$ cat src/rtl/display_sequencer.sv
// display_sequencer: command-driven bring-up/shutdown sequencer for the VGA
// pipeline. Decodes MCU command bytes into a timed vga_reset pulse, a settle
// delay and vga_enable control, with optional vsync-aligned enable/disable.
//
// Command interface: command_valid is a one-cycle strobe with no back-pressure.
// A command is consumed in the cycle it is presented (acted on when the
// sequencer is idle or running) or dropped (when the sequencer is busy).
// Dropped START/STOP/RESTART codes are tallied in rejected_count.
module display_sequencer #(
  parameter int CMD_WIDTH          = 8,
  parameter int CMD_START          = 2,
  parameter int CMD_STOP           = 3,
  parameter int CMD_RESTART        = 4,
  parameter int RESET_PULSE_CYCLES = 1,
  parameter int SETTLE_CYCLES      = 8,
  parameter int ALIGN_TO_FRAME     = 0,
  parameter int VSYNC_ACTIVE_LOW   = 1,
  parameter int FRAME_TIMEOUT      = 1048576,
  parameter int CNT_WIDTH          = 24
) (
  input  logic                 system_clock,
  input  logic                 reset_n,
  input  logic                 command_valid,
  input  logic [CMD_WIDTH-1:0] command,
  input  logic                 vsync,
  output logic                 vga_reset,
  output logic                 vga_enable,
  output logic                 busy,
  output logic [2:0]           state,
  output logic                 timeout_error,
  output logic [7:0]           rejected_count
);

  typedef enum logic [2:0] {
    ST_IDLE           = 3'd0,
    ST_RESET_PULSE    = 3'd1,
    ST_SETTLE         = 3'd2,
    ST_WAIT_FRAME_ON  = 3'd3,
    ST_RUNNING        = 3'd4,
    ST_WAIT_FRAME_OFF = 3'd5
  } seq_state_t;

  localparam logic [CMD_WIDTH-1:0] CODE_START   = CMD_WIDTH'(CMD_START);
  localparam logic [CMD_WIDTH-1:0] CODE_STOP    = CMD_WIDTH'(CMD_STOP);
  localparam logic [CMD_WIDTH-1:0] CODE_RESTART = CMD_WIDTH'(CMD_RESTART);

  // Terminal counts: the counter starts at 0 on state entry, so a phase of
  // N cycles ends when the counter shows N-1.
  localparam logic [CNT_WIDTH-1:0] PULSE_LAST   = CNT_WIDTH'(RESET_PULSE_CYCLES - 1);
  localparam logic [CNT_WIDTH-1:0] SETTLE_LAST  = CNT_WIDTH'(SETTLE_CYCLES - 1);
  localparam logic [CNT_WIDTH-1:0] TIMEOUT_LAST = CNT_WIDTH'(FRAME_TIMEOUT - 1);

  // Level vsync rests at between frames; the synchroniser powers up here so
  // reset itself never looks like a frame edge.
  localparam logic VSYNC_IDLE = (VSYNC_ACTIVE_LOW != 0) ? 1'b1 : 1'b0;

  // Where the sequence goes once settling is over, and straight after the
  // reset pulse when there is no settle phase at all.
  localparam seq_state_t POST_SETTLE = (ALIGN_TO_FRAME != 0) ? ST_WAIT_FRAME_ON : ST_RUNNING;
  localparam seq_state_t POST_PULSE  = (SETTLE_CYCLES == 0) ? POST_SETTLE : ST_SETTLE;
  localparam seq_state_t STOP_TARGET = (ALIGN_TO_FRAME != 0) ? ST_WAIT_FRAME_OFF : ST_IDLE;

  seq_state_t           state_q;
  seq_state_t           state_d;
  logic [CNT_WIDTH-1:0] count_q;
  logic [CNT_WIDTH-1:0] count_d;

  logic vsync_meta;
  logic vsync_sync;
  logic vsync_prev;
  logic vsync_edge;

  logic cmd_start;
  logic cmd_stop;
  logic cmd_restart;
  logic cmd_known;
  logic busy_now;
  logic timed_state;
  logic terr_set;
  logic terr_clr;
  logic reject;

  // vsync arrives from the vga_clock domain: two flops to resolve
  // metastability, a third to remember the previous synchronised level.
  always_ff @(posedge system_clock or negedge reset_n) begin
    if (!reset_n) begin
      vsync_meta <= VSYNC_IDLE;
      vsync_sync <= VSYNC_IDLE;
      vsync_prev <= VSYNC_IDLE;
    end else begin
      vsync_meta <= vsync;
      vsync_sync <= vsync_meta;
      vsync_prev <= vsync_sync;
    end
  end

  // Frame start = inactive-to-active transition of the synchronised vsync.
  assign vsync_edge = (vsync_sync != VSYNC_IDLE) && (vsync_prev == VSYNC_IDLE);

  assign cmd_start   = command_valid && (command == CODE_START);
  assign cmd_stop    = command_valid && (command == CODE_STOP);
  assign cmd_restart = command_valid && (command == CODE_RESTART);
  assign cmd_known   = cmd_start || cmd_stop || cmd_restart;

  assign busy_now    = (state_q == ST_RESET_PULSE) || (state_q == ST_SETTLE) ||
                       (state_q == ST_WAIT_FRAME_ON) || (state_q == ST_WAIT_FRAME_OFF);
  assign timed_state = busy_now;

  // A known command is dropped whenever the pre-transition state is busy,
  // even if that state is exiting in the same cycle.
  assign reject = busy_now && cmd_known;

  // Next-state logic: timed phases end on their terminal count, the frame
  // waits end on a vsync edge (which beats a simultaneous timeout), and
  // commands are only looked at in IDLE and RUNNING.
  always_comb begin
    state_d  = state_q;
    terr_set = 1'b0;
    terr_clr = 1'b0;
    case (state_q)
      ST_IDLE: begin
        if (cmd_start) begin
          state_d  = ST_RESET_PULSE;
          terr_clr = 1'b1;
        end
      end
      ST_RESET_PULSE: begin
        if (count_q == PULSE_LAST) state_d = POST_PULSE;
      end
      ST_SETTLE: begin
        if (count_q == SETTLE_LAST) state_d = POST_SETTLE;
      end
      ST_WAIT_FRAME_ON: begin
        if (vsync_edge) begin
          state_d = ST_RUNNING;
        end else if (count_q == TIMEOUT_LAST) begin
          state_d  = ST_IDLE;
          terr_set = 1'b1;
        end
      end
      ST_RUNNING: begin
        if (cmd_stop) begin
          state_d = STOP_TARGET;
        end else if (cmd_restart) begin
          state_d = ST_RESET_PULSE;
        end
      end
      ST_WAIT_FRAME_OFF: begin
        if (vsync_edge) begin
          state_d = ST_IDLE;
        end else if (count_q == TIMEOUT_LAST) begin
          state_d  = ST_IDLE;
          terr_set = 1'b1;
        end
      end
      default: state_d = ST_IDLE;
    endcase
  end

  // Phase counter: cleared on every state change, advances only in timed
  // states, so it never runs free in IDLE or RUNNING.
  always_comb begin
    count_d = '0;
    if ((state_d == state_q) && timed_state) count_d = count_q + CNT_WIDTH'(1);
  end

  // State register and phase counter.
  always_ff @(posedge system_clock or negedge reset_n) begin
    if (!reset_n) begin
      state_q <= ST_IDLE;
      count_q <= '0;
    end else begin
      state_q <= state_d;
      count_q <= count_d;
    end
  end

  // Registered control outputs, decoded from the state being entered so they
  // line up with the state output in the same cycle.
  always_ff @(posedge system_clock or negedge reset_n) begin
    if (!reset_n) begin
      vga_reset  <= 1'b0;
      vga_enable <= 1'b0;
      busy       <= 1'b0;
    end else begin
      vga_reset  <= (state_d == ST_RESET_PULSE);
      vga_enable <= (state_d == ST_RUNNING) || (state_d == ST_WAIT_FRAME_OFF);
      busy       <= (state_d == ST_RESET_PULSE) || (state_d == ST_SETTLE) ||
                    (state_d == ST_WAIT_FRAME_ON) || (state_d == ST_WAIT_FRAME_OFF);
    end
  end

  // Sticky timeout flag: set by a missed frame edge, cleared by an accepted START.
  always_ff @(posedge system_clock or negedge reset_n) begin
    if (!reset_n) begin
      timeout_error <= 1'b0;
    end else if (terr_set) begin
      timeout_error <= 1'b1;
    end else if (terr_clr) begin
      timeout_error <= 1'b0;
    end
  end

  // Saturating tally of known commands dropped while busy.
  always_ff @(posedge system_clock or negedge reset_n) begin
    if (!reset_n) begin
      rejected_count <= 8'd0;
    end else if (reject && (rejected_count != 8'hFF)) begin
      rejected_count <= rejected_count + 8'd1;
    end
  end

  assign state = state_q;

endmodule

$ cat config.mk
export PLATFORM = sky130hd
export DESIGN_NAME = display_sequencer
export DESIGN_NICKNAME = d
export VERILOG_FILES = /design/src/rtl/display_sequencer.sv
export SDC_FILE = /design/constraint.sdc
export NUM_CORES = 1
export LEC_CHECK = 0
export ABC_AREA = 1
export BUFFER_PORTS_ARGS = -buffer_cell sky130_fd_sc_hd__buf_2
export CAP_MARGIN = 5
export CORE_AREA = 5 5 73 81
export CTS_BUF_LIST = sky130_fd_sc_hd__clkbuf_4
export DETAILED_ROUTE_END_ITERATION = 6
export DIE_AREA = 0 0 78 86
export GPL_ROUTABILITY_DRIVEN = 0
export GPL_TIMING_DRIVEN = 1
export PLACE_DENSITY = 0.68
export SLEW_MARGIN = 30
export SYNTH_ARGS = -nofsm -noshare
export SYNTH_HDL_FRONTEND = slang
export SYNTH_SLANG_ARGS = --single-unit
$ cat constraint.sdc
create_clock -name system_clock -period 4.8 [get_ports system_clock]
set_input_delay 0.72 -clock system_clock [delete_from_list [all_inputs] [get_ports system_clock]]
set_output_delay 0.72 -clock system_clock [all_outputs]
set_load 0.005 [all_outputs]
==> results of run 1 <==
## worst max-delay path: cells and delay by family, from the launching register on
kind,cells,cell delay [ps]
adder cells (fa/ha/maj),1,200
AND/OR/NAND/NOR,8,1140
AO/OA/AOI/OAI,1,160
flip-flops,1,410
## cells in the mapped netlist, types with 4 or more instances
| cell | count | area, um2 |
|---|---|---|
| nand3_1 | 22 | 110 |
| o21ai_0 | 4 | 20.0 |
| inv_1 | 34 | 128 |
| dfrtp_1 | 39 | 976 |
| nand4_1 | 8 | 50.1 |
| nor2_1 | 53 | 199 |
| xor2_1 | 16 | 140 |
| nor2_2 | 15 | 93.8 |
| xnor2_1 | 9 | 78.8 |
| nand2_1 | 69 | 259 |
| nor3_1 | 8 | 40.0 |
## area by class of cell
type                    count  area, um2  area share [%]
repair buffers             26        133            4.99
multi-input cells         223       1190            44.6
clock buffers               6       45.0            1.69
well taps                  58       72.6            2.73
inverters                  35        131            4.94
clock inverters             2       37.5            1.41
flip-flops and latches     42       1050            39.7
## power by group through the flow
stage	Sequential [mW]	Combinational (mW)	Clock [mW]
2_1_floorplan	0.385	0.0808	0
3_3_place_gp	0.386	0.0980	0
3_5_place_dp	0.386	0.0997	0
4_1_cts	0.380	0.0999	0.243
5_1_grt	0.382	0.113	0.259
6_report	0.379	0.0980	0.235
## metrics by stage
step | util [%] | instance area (um2)
5_1_grt | 53.6 | 2660
2_1_floorplan | - | 2410
3_3_place_gp | 51.9 | 2570
4_1_cts | 53.5 | 2660
6_report | 53.6 | 2660
3_5_place_dp | 51.9 | 2570
## sequential cells by signal, indices dropped and copies added, names as in the netlist
register and cells:
timeout_error 1, state 3, vga_reset 1, vsync_meta 1, busy 1, vga_enable 1
vsync_prev 1, vsync_sync 1, count_q 24, rejected_count 8
## placed cells by master (no fill, tap or decap), types with 4 or more instances in the layout
master	instances
buf_2	25
clkbuf_4	6
dfrtp_1	39
inv_1	34
nand2_1	69
nand3_1	22
nand4_1	8
nor2_1	53
nor2_2	15
nor3_1	8
o21ai_0	4
xnor2_1	9
xor2_1	16
## cells by family (layout without fill, tap and decap cells)
logic type / count (synthesis) / in the layout
AOI/OAI and AO/OA: 9 / 9
buffers and inverters: 39 / 69
adders and majority gates: 3 / 3
xor gates and xnor gates: 25 / 25
and+or+nand+nor: 186 / 186
DFF: 42 / 42
## final timing paths
kind / slack (ps) / endpoint / start / cells past startpoint
setup reg to reg: 2740 / count_q[23]$_DFF_PN0_ / count_q[0]$_DFF_PN0_ / 10
hold / removal: 320 / count_q[2]$_DFF_PN0_ / reset_n / 1
min in group system_clock: 370 / vsync_sync$_DFF_PN1_ / vsync_meta$_DFF_PN1_ / 0
setup / recovery: 2740 / count_q[23]$_DFF_PN0_ / count_q[0]$_DFF_PN0_ / 10
hold reg to reg: 370 / vsync_sync$_DFF_PN1_ / vsync_meta$_DFF_PN1_ / 0
max in group asynchronous: 4100 / count_q[17]$_DFF_PN0_ / reset_n / 1
## layer usage
metal | global-route usage (%) | vias up | part of all wire (%)
met2 | 23.8 | 34 | 46
li1 | - | 1003 | -
met3 | 3.78 | 5 | 5.6
met1 | 18.9 | 891 | 47
met4 | 4.15 | 0 | 1.3
met5 | 0 | - | 0
==> impl_metrics.py, run 1 <==
metrics = {
    "routing": {
        "vias": 1933,
        "viasPerCell": 4.93,
        "ant_nets": 0,
        "wl_mm": 4.54,
        "post_drt_wl_per_cell_um": 11.6,
        "dr.pass1.iters": 4,
        "drtIter0Drc": 70,
        "drc_errors": 0,
    },
    "floorplan": {
        "die_x_um": 78,
        "core_mm2": 0.00497,
        "dieArea_mm2": 0.00671,
        "die_h_um": 86,
        "pin_count": 27,
        "start_util_pct": 48.6,
        "rows": 27,
    },
    "setup_path": {
        "critPathMostFrequentCell": "nand2_4",
        "crit_path_start_kind": "flip-flop",
        "worst-setup-path-type": "flip-flop to flip-flop",
        "required_ps": 5030,
        "crit_path_end_kind": "flip-flop",
        "slowest_stage": "dfrtp_1",
        "slowest_delay_ps": 410,
        "crit_fanout": 24,
        "path_cells": "ha_1, nand2_1, nor2_4, nand2_4, nor2_8, nand2_4, a21oi_4, nand3_2, nand2_4, nor2_1",
        "arrival_ps": 2290,
    },
    "cts": {
        "numCtsBuffers": 5,
        "clk_pin_slew_ps": 130,
        "clock_path_buffers": 2,
        "insertion_delay_ps": 350,
        "h-tree-depth": 2,
        "cts_tree": "done",
        "cts.sinks": 42,
        "cts_root_buf": "clkbuf_4",
        "postCtsSetupRepairBufs": 0,
        "cts_resized": 0,
        "postCtsHoldBufs": 0,
    },
    "place": {
        "post-place-cells": 384,
        "pre_cts_ws_ps": 2680,
        "hpwl_mm": 3.39,
        "numPortBuffers": 26,
    },
    "final_layout": {
        "drive_gt1_share_pct": 19.2,
        "area_growth_syn_to_layout_pct": 10.3,
        "stdcell_count": 392,
        "antenna_cells": 0,
        "fill_cells": 477,
        "fin_nets": 348,
    },
    "synthesis": {
        "synth_edf_count": 0,
        "synth_compound_area_share_pct": 2.96,
        "synth_fa_ha_area_share_pct": 1.56,
        "synth_cell_types": 30,
        "synth_mux_area_share_pct": 0,
        "syn-cell-area_mm2": 0.00241,
        "ys_seq_area_share_pct": 43.7,
        "synthArstFlopShare_pct": 100,
        "synth-seq-cells": 42,
        "synth-main-ff-cell": "dfrtp_1",
        "synth_top_family_by_area": "simple AND/OR/NAND/NOR gates",
        "yosys_warnings": 0,
        "syn_inst": 304,
        "synth_fp_nets": 319,
        "avgSynthCellArea_um2": 7.94,
        "synthXorXnorAreaFrac_pct": 9.08,
        "yosys.area_share.simple_pct": 35.6,
    },
    "pwr": {
        "pwr-share-comb_pct": 13.7,
        "switching_share_pct": 27.8,
        "seqPwrFrac_pct": 53.2,
        "finalPower_mw": 0.713,
        "p_per_area_mw_per_mm2": 268,
        "p_leak_nw": 1.36,
        "vdd_drop_max_mv": 0.145,
        "power.share.clock_pct": 33.0,
        "p_switching_mw": 0.198,
        "power.internal_mw": 0.515,
    },
    "grt": {
        "overflow": 0,
        "grt_pass1_vias": 1811,
        "grt.total_usage_pct": 14.5,
        "antenna_found_initial": 0,
        "grt_max_degree": 43,
        "grt_first_pass_wirelength_mm": 7.94,
    },
    "sta": {
        "fin_hold_ws_ps": 317,
        "slew_headroom_pct": 64.6,
        "worst_slack_ps": 2740,
        "hold_viol_final": 0,
        "rsz0062_at_grt": "no",
        "finalClockSkew_ps": 16.0,
        "fin_crit_sh_pct": 43.0,
        "tightestPinTransition_ps": 531,
        "fmax_mhz": 484,
        "setup_viol": 0,
        "slew_violations": 0,
        "min_period_ps": 2060,
        "tns_ps": 0,
    },
    "hold_path": {
        "hold_class": "input pin to async pin",
    },
    "run_status": {
        "outcome": "finished, final reports clean",
    },
    "job": {
        "drv_cap": 0,
    },
}
Note: power is estimated with default switching activity, not from simulation.
==> run 2, diff against run 1 <==
- clock period: 4.8 -> 2 ns (I/O delays scaled with it)
==> impl_metrics.py, run 2 (synthesis results as in run 1) <==
metrics = {
    "pwr": {
        "vdd_drop_max_mv": 0.303,
        "p_per_area_mw_per_mm2": 592,
        "finalPower_mw": 1.67,
        "p_leak_nw": 1.43,
    },
    "grt": {
        "grt_pass1_vias": 1940,
        "overflow": 0,
        "antenna_found_initial": 0,
        "grt_first_pass_wirelength_mm": 8.45,
        "grt_max_degree": 19,
        "grt.total_usage_pct": 15.3,
    },
    "routing": {
        "met1_length_mm": 2.28,
        "wl_mm": 5.03,
        "ant_nets": 0,
        "drc_errors": 0,
        "highest_layer": "met4",
        "post_drt_wl_per_cell_um": 12.3,
        "drtIter0Drc": 86,
        "wl_met2_mm": 2.41,
        "dr.pass1.iters": 4,
        "viasPerCell": 5.02,
        "vias": 2049,
        "route.met3.wl_um": 249,
    },
    "hold_path": {
        "hold_start": "vsync",
        "min_path_cells": 1,
        "min_to": "vsync_meta$_DFF_PN1_",
        "hold_class": "input pin to flip-flop",
    },
    "sta": {
        "fin_crit_sh_pct": 99.6,
        "worst_slack_ps": 8.90,
        "tightestPinTransition_ps": 369,
        "hold_viol_final": 0,
        "slew_headroom_pct": 75.2,
        "setup_viol": 0,
        "rsz0062_at_grt": "yes",
        "slew_violations": 0,
        "fmax_mhz": 502,
        "finalClockSkew_ps": 22.7,
        "min_period_ps": 1990,
        "fin_hold_ws_ps": 51.9,
    },
    "setup_path": {
        "critPathMostFrequentCell": "nand2_4",
        "crit_path_end_kind": "flip-flop",
        "arrival_ps": 2230,
        "path_cells": "ha_2, nand2_2, nor2_4, nand2_4, nor2_8, nand2_4, a21oi_4, nand3_4, nand2_8, nor2_1",
        "crit_fanout": 6,
        "worstRegToRegCells": 10,
        "slowest_delay_ps": 420,
        "slowest_stage": "dfrtp_1",
        "crit_start": "count_q[0]$_DFF_PN0_",
        "path_buf_inv": 0,
        "crit_path_start_kind": "flip-flop",
        "crit_family": "simple AND/OR/NAND/NOR gates",
        "r2r_end": "count_q[13]$_DFF_PN0_",
        "worstReg2RegStart": "count_q[0]$_DFF_PN0_",
        "reg2reg_slack_ps": 9,
        "required_ps": 2240,
        "worst-setup-path-type": "flip-flop to flip-flop",
    },
    "final_layout": {
        "final_cell_mix": "nand2_1 (67), nor2_1 (48), dfrtp_1 (39)",
        "area_growth_syn_to_layout_pct": 17.4,
        "fill_cells": 449,
        "fin_nets": 364,
        "drive_gt1_share_pct": 24.9,
        "final_common_cell": "nand2_1",
        "antenna_cells": 0,
        "stdcell_count": 408,
        "largest_register_ffs": 24,
        "largest-register": "count_q",
    },
    "job": {
        "drv_cap": 0,
    },
    "place": {
        "numPortBuffers": 26,
        "hpwl_mm": 3.57,
        "pre_cts_ws_ps": -24.2,
        "post-place-cells": 387,
    },
    "cts": {
        "clk_pin_slew_ps": 140,
        "h-tree-depth": 2,
        "clock_path_buffers": 2,
        "cts_tree": "done",
        "cts.sinks": 42,
        "insertion_delay_ps": 360,
        "cts_root_buf": "clkbuf_4",
        "numCtsBuffers": 5,
    },
    "floorplan": {
        "die_h_um": 86,
        "die_x_um": 78,
        "rows": 27,
        "dieArea_mm2": 0.00671,
        "core_mm2": 0.00497,
        "start_util_pct": 48.6,
        "pin_count": 27,
    },
    "run_status": {
        "outcome": "finished, final reports clean",
    },
}
==> run 2: worst max-delay path by stage <==
| stage | slack (ps) | cells after the start | end |
|---|---|---|---|
| after global placement | 100 | 10 | count_q[0]$_DFF_PN0_ |
| after CTS | 30 | 12 | count_q[22]$_DFF_PN0_ |
| after floorplan | 270 | 11 | count_q[13]$_DFF_PN0_ |
| after detailed placement | -20 | 10 | count_q[0]$_DFF_PN0_ |
| after global routing | -80 | 10 | count_q[19]$_DFF_PN0_ |
| final | 9 | 10 | count_q[13]$_DFF_PN0_ |
==> run 2: final cells by class <==
cell class / instances / area [um2] / share of cell area (%)
clock inverters: 2 / 10.0 / 0.354
inverters: 35 / 131 / 4.64
well taps: 58 / 72.6 / 2.56
flip-flops and latches: 42 / 1050 / 37.3
multi-input cells: 226 / 1290 / 45.5
repair buffers: 39 / 230 / 8.13
clock buffers: 6 / 45.0 / 1.59
==> run 2: per-layer routing <==
layer | track usage, % | up-vias
met4 | 5.07 | 0
met2 | 26.3 | 36
met1 | 18.5 | 961
met5 | 0 | -
li1 | - | 1046
met3 | 3.78 | 6
==> run 2: through the flow <==
stage | setup TNS [ps] | area [um2] | util [%]
after floorplan | 0 | 2410 | -
after global placement | 0 | 2600 | 52.3
after detailed placement | -41.7 | 2600 | 52.3
after CTS | 0 | 2700 | 54.4
after global routing | -1420 | 2830 | 57.0
final | 0 | 2830 | 57.0
==> run 2: timing repair <==
item	in CTS	in global routing
hold endpoints to repair	7	0
hold buffers	1	0
buffers inserted	0	9
gates resized for setup	4	11
setup endpoints to repair	20	24
cloned	2	1
pin swaps	2	7
==> run 2: worst register-to-register path: cells and delay by family (launching register included) <==
kind | cells | cell delay (ps)
simple gates | 8 | 1040
flops | 1 | 420
fa+ha+maj | 1 | 230
compound gates | 1 | 190
==> run 2: report_power, final <==
part	total, mW	leakage [nW]	switching (mW)	internal (mW)
Clock	0.420	0.0354	0.272	0.148
Sequential	0.912	0.570	0.0298	0.882
Combinational	0.343	0.824	0.223	0.120
==> run 3, diff against run 2 <==
- HOLD_SLACK_MARGIN: not set -> 0.15
==> impl_metrics.py, run 3 (synthesis results as in run 1) <==
metrics = {
    "run_status": {
        "outcome": "finished, final reports clean",
    },
    "grt": {
        "antenna_found_initial": 0,
        "grtUsageMet2_pct": 26.3,
        "grt_pass1_vias": 1942,
        "grt_first_pass_wirelength_mm": 8.47,
        "top_usage_layer": "met2",
        "grt_max_degree": 19,
        "overflow": 0,
        "grt_util_met1_pct": 18.6,
        "grt_util_met3_pct": 3.78,
        "grt.total_usage_pct": 15.3,
    },
    "pwr": {
        "p_per_area_mw_per_mm2": 590,
        "vdd_drop_max_mv": 0.303,
        "power.share.clock_pct": 25.1,
        "p_leak_nw": 1.43,
        "pwr-share-comb_pct": 20.5,
        "switching_share_pct": 31.3,
        "power.internal_mw": 1.15,
        "finalPower_mw": 1.68,
        "p_switching_mw": 0.525,
        "seqPwrFrac_pct": 54.4,
    },
    "floorplan": {
        "dieArea_mm2": 0.00671,
        "start_util_pct": 48.6,
        "die_x_um": 78,
        "pin_count": 27,
        "die_h_um": 86,
        "rows": 27,
        "core_mm2": 0.00497,
    },
    "sta": {
        "slew_violations": 0,
        "setup_viol": 0,
        "min_period_ps": 1990,
        "fin_crit_sh_pct": 99.6,
        "fmax_mhz": 502,
        "fin_hold_ws_ps": 294,
        "tightestPinTransition_ps": 369,
        "slew_headroom_pct": 75.2,
        "rsz0062_at_grt": "yes",
        "hold_viol_final": 0,
        "finalClockSkew_ps": 22.7,
    },
    "routing": {
        "post_drt_wl_per_cell_um": 12.3,
        "wl_mm": 5.03,
        "ant_nets": 0,
        "drc_errors": 0,
        "dr.pass1.iters": 4,
        "viasPerCell": 5.02,
        "vias": 2053,
        "drtIter0Drc": 86,
    },
    "final_layout": {
        "area_growth_syn_to_layout_pct": 17.8,
        "final_cell_mix": "nand2_1 (67), nor2_1 (48), dfrtp_1 (39)",
        "largest_register_ffs": 24,
        "drive_gt1_share_pct": 24.8,
        "final_common_cell": "nand2_1",
        "fin_area_mm2": 0.00284,
        "fin_nets": 365,
        "final_core_util_pct": 57.2,
        "largest-register": "count_q",
        "fill_cells": 450,
        "antenna_cells": 0,
    },
    "cts": {
        "insertion_delay_ps": 360,
        "clk_pin_slew_ps": 140,
        "cts_tree": "done",
        "numCtsBuffers": 5,
        "cts_root_buf": "clkbuf_4",
        "clock_path_buffers": 2,
        "cts.sinks": 42,
        "h-tree-depth": 2,
    },
    "place": {
        "numPortBuffers": 26,
        "dpl_cell_area_mm2": 0.00260,
        "hpwl_mm": 3.57,
    },
    "setup_path": {
        "path_cells": "ha_2, nand2_2, nor2_4, nand2_4, nor2_8, nand2_4, a21oi_4, nand3_4, nand2_8, nor2_1",
        "slowest_delay_ps": 420,
        "worst-setup-path-type": "flip-flop to flip-flop",
        "crit_path_end_kind": "flip-flop",
        "crit_fanout": 6,
        "arrival_ps": 2230,
        "crit_path_start_kind": "flip-flop",
        "critPathMostFrequentCell": "nand2_4",
        "path_buf_inv": 0,
        "required_ps": 2240,
        "crit_family": "simple AND/OR/NAND/NOR gates",
        "worstReg2RegStart": "count_q[0]$_DFF_PN0_",
        "slowest_stage": "dfrtp_1",
        "crit_start": "count_q[0]$_DFF_PN0_",
    },
    "hold_path": {
        "hold_class": "input pin to async pin",
    },
    "job": {
        "drv_cap": 0,
    },
}
## run 3: path summary, 6_finish.rpt
check,slack (ps),endpoint,cells past startpoint
worst max-delay path,9,count_q[13]$_DFF_PN0_,10
min in group system_clock,360,vga_reset$_DFF_PN0_,4
worst min-delay path,290,state[1]$_DFF_PN0_,2
worst min register to register,360,vsync_sync$_DFF_PN1_,0
max in group asynchronous,1140,vsync_meta$_DFF_PN1_,3
worst max register to register,9,count_q[13]$_DFF_PN0_,10
## run 3: cell type report
cell class | instances | area (um2) | share of cell area (%)
sequential | 42 | 1050 | 37.1
inverter | 35 | 131 | 4.62
timing repair buffer | 40 | 240 | 8.45
tap | 58 | 72.6 | 2.55
clock buffer | 6 | 45.0 | 1.59
clock inverter | 2 | 10.0 | 0.352
multi-input combinational | 226 | 1290 | 45.3
## run 3: through the flow
stage	setup slack, ps	instances	setup TNS, ps
5_1_grt	-84.1	409	-1420
6_report	8.90	409	0
3_3_place_gp	105	387	0
3_5_place_dp	-24.2	387	-41.7
2_1_floorplan	267	304	0
4_1_cts	27.6	399	0
## run 3: power by group through the flow
| stage | clock network [mW] | logic [mW] | registers (mW) |
|---|---|---|---|
| 5_1_grt | 0.478 | 0.390 | 0.918 |
| 2_1_floorplan | 0 | 0.194 | 0.925 |
| 3_5_place_dp | 0 | 0.242 | 0.929 |
| 3_3_place_gp | 0 | 0.238 | 0.926 |
| 6_report | 0.420 | 0.344 | 0.912 |
| 4_1_cts | 0.437 | 0.282 | 0.913 |
## run 3: repair_timing
| item | in CTS | in global routing |
|---|---|---|
| hold buffers | 2 | 0 |
| endpoints found under the hold margin | 40 | 0 |
| gates cloned | 2 | 1 |
| resized for setup | 4 | 11 |
| buffers inserted | 0 | 9 |
| pin swaps | 2 | 7 |
| setup endpoints to repair | 20 | 24 |
## run 3: layer usage
metal	up-vias	part of all wire [%]	wire length (um)
met4	0	1.8	90
met5	-	0	0
met3	6	5.0	249
met2	36	48	2410
li1	1048	-	-
met1	963	45	2280
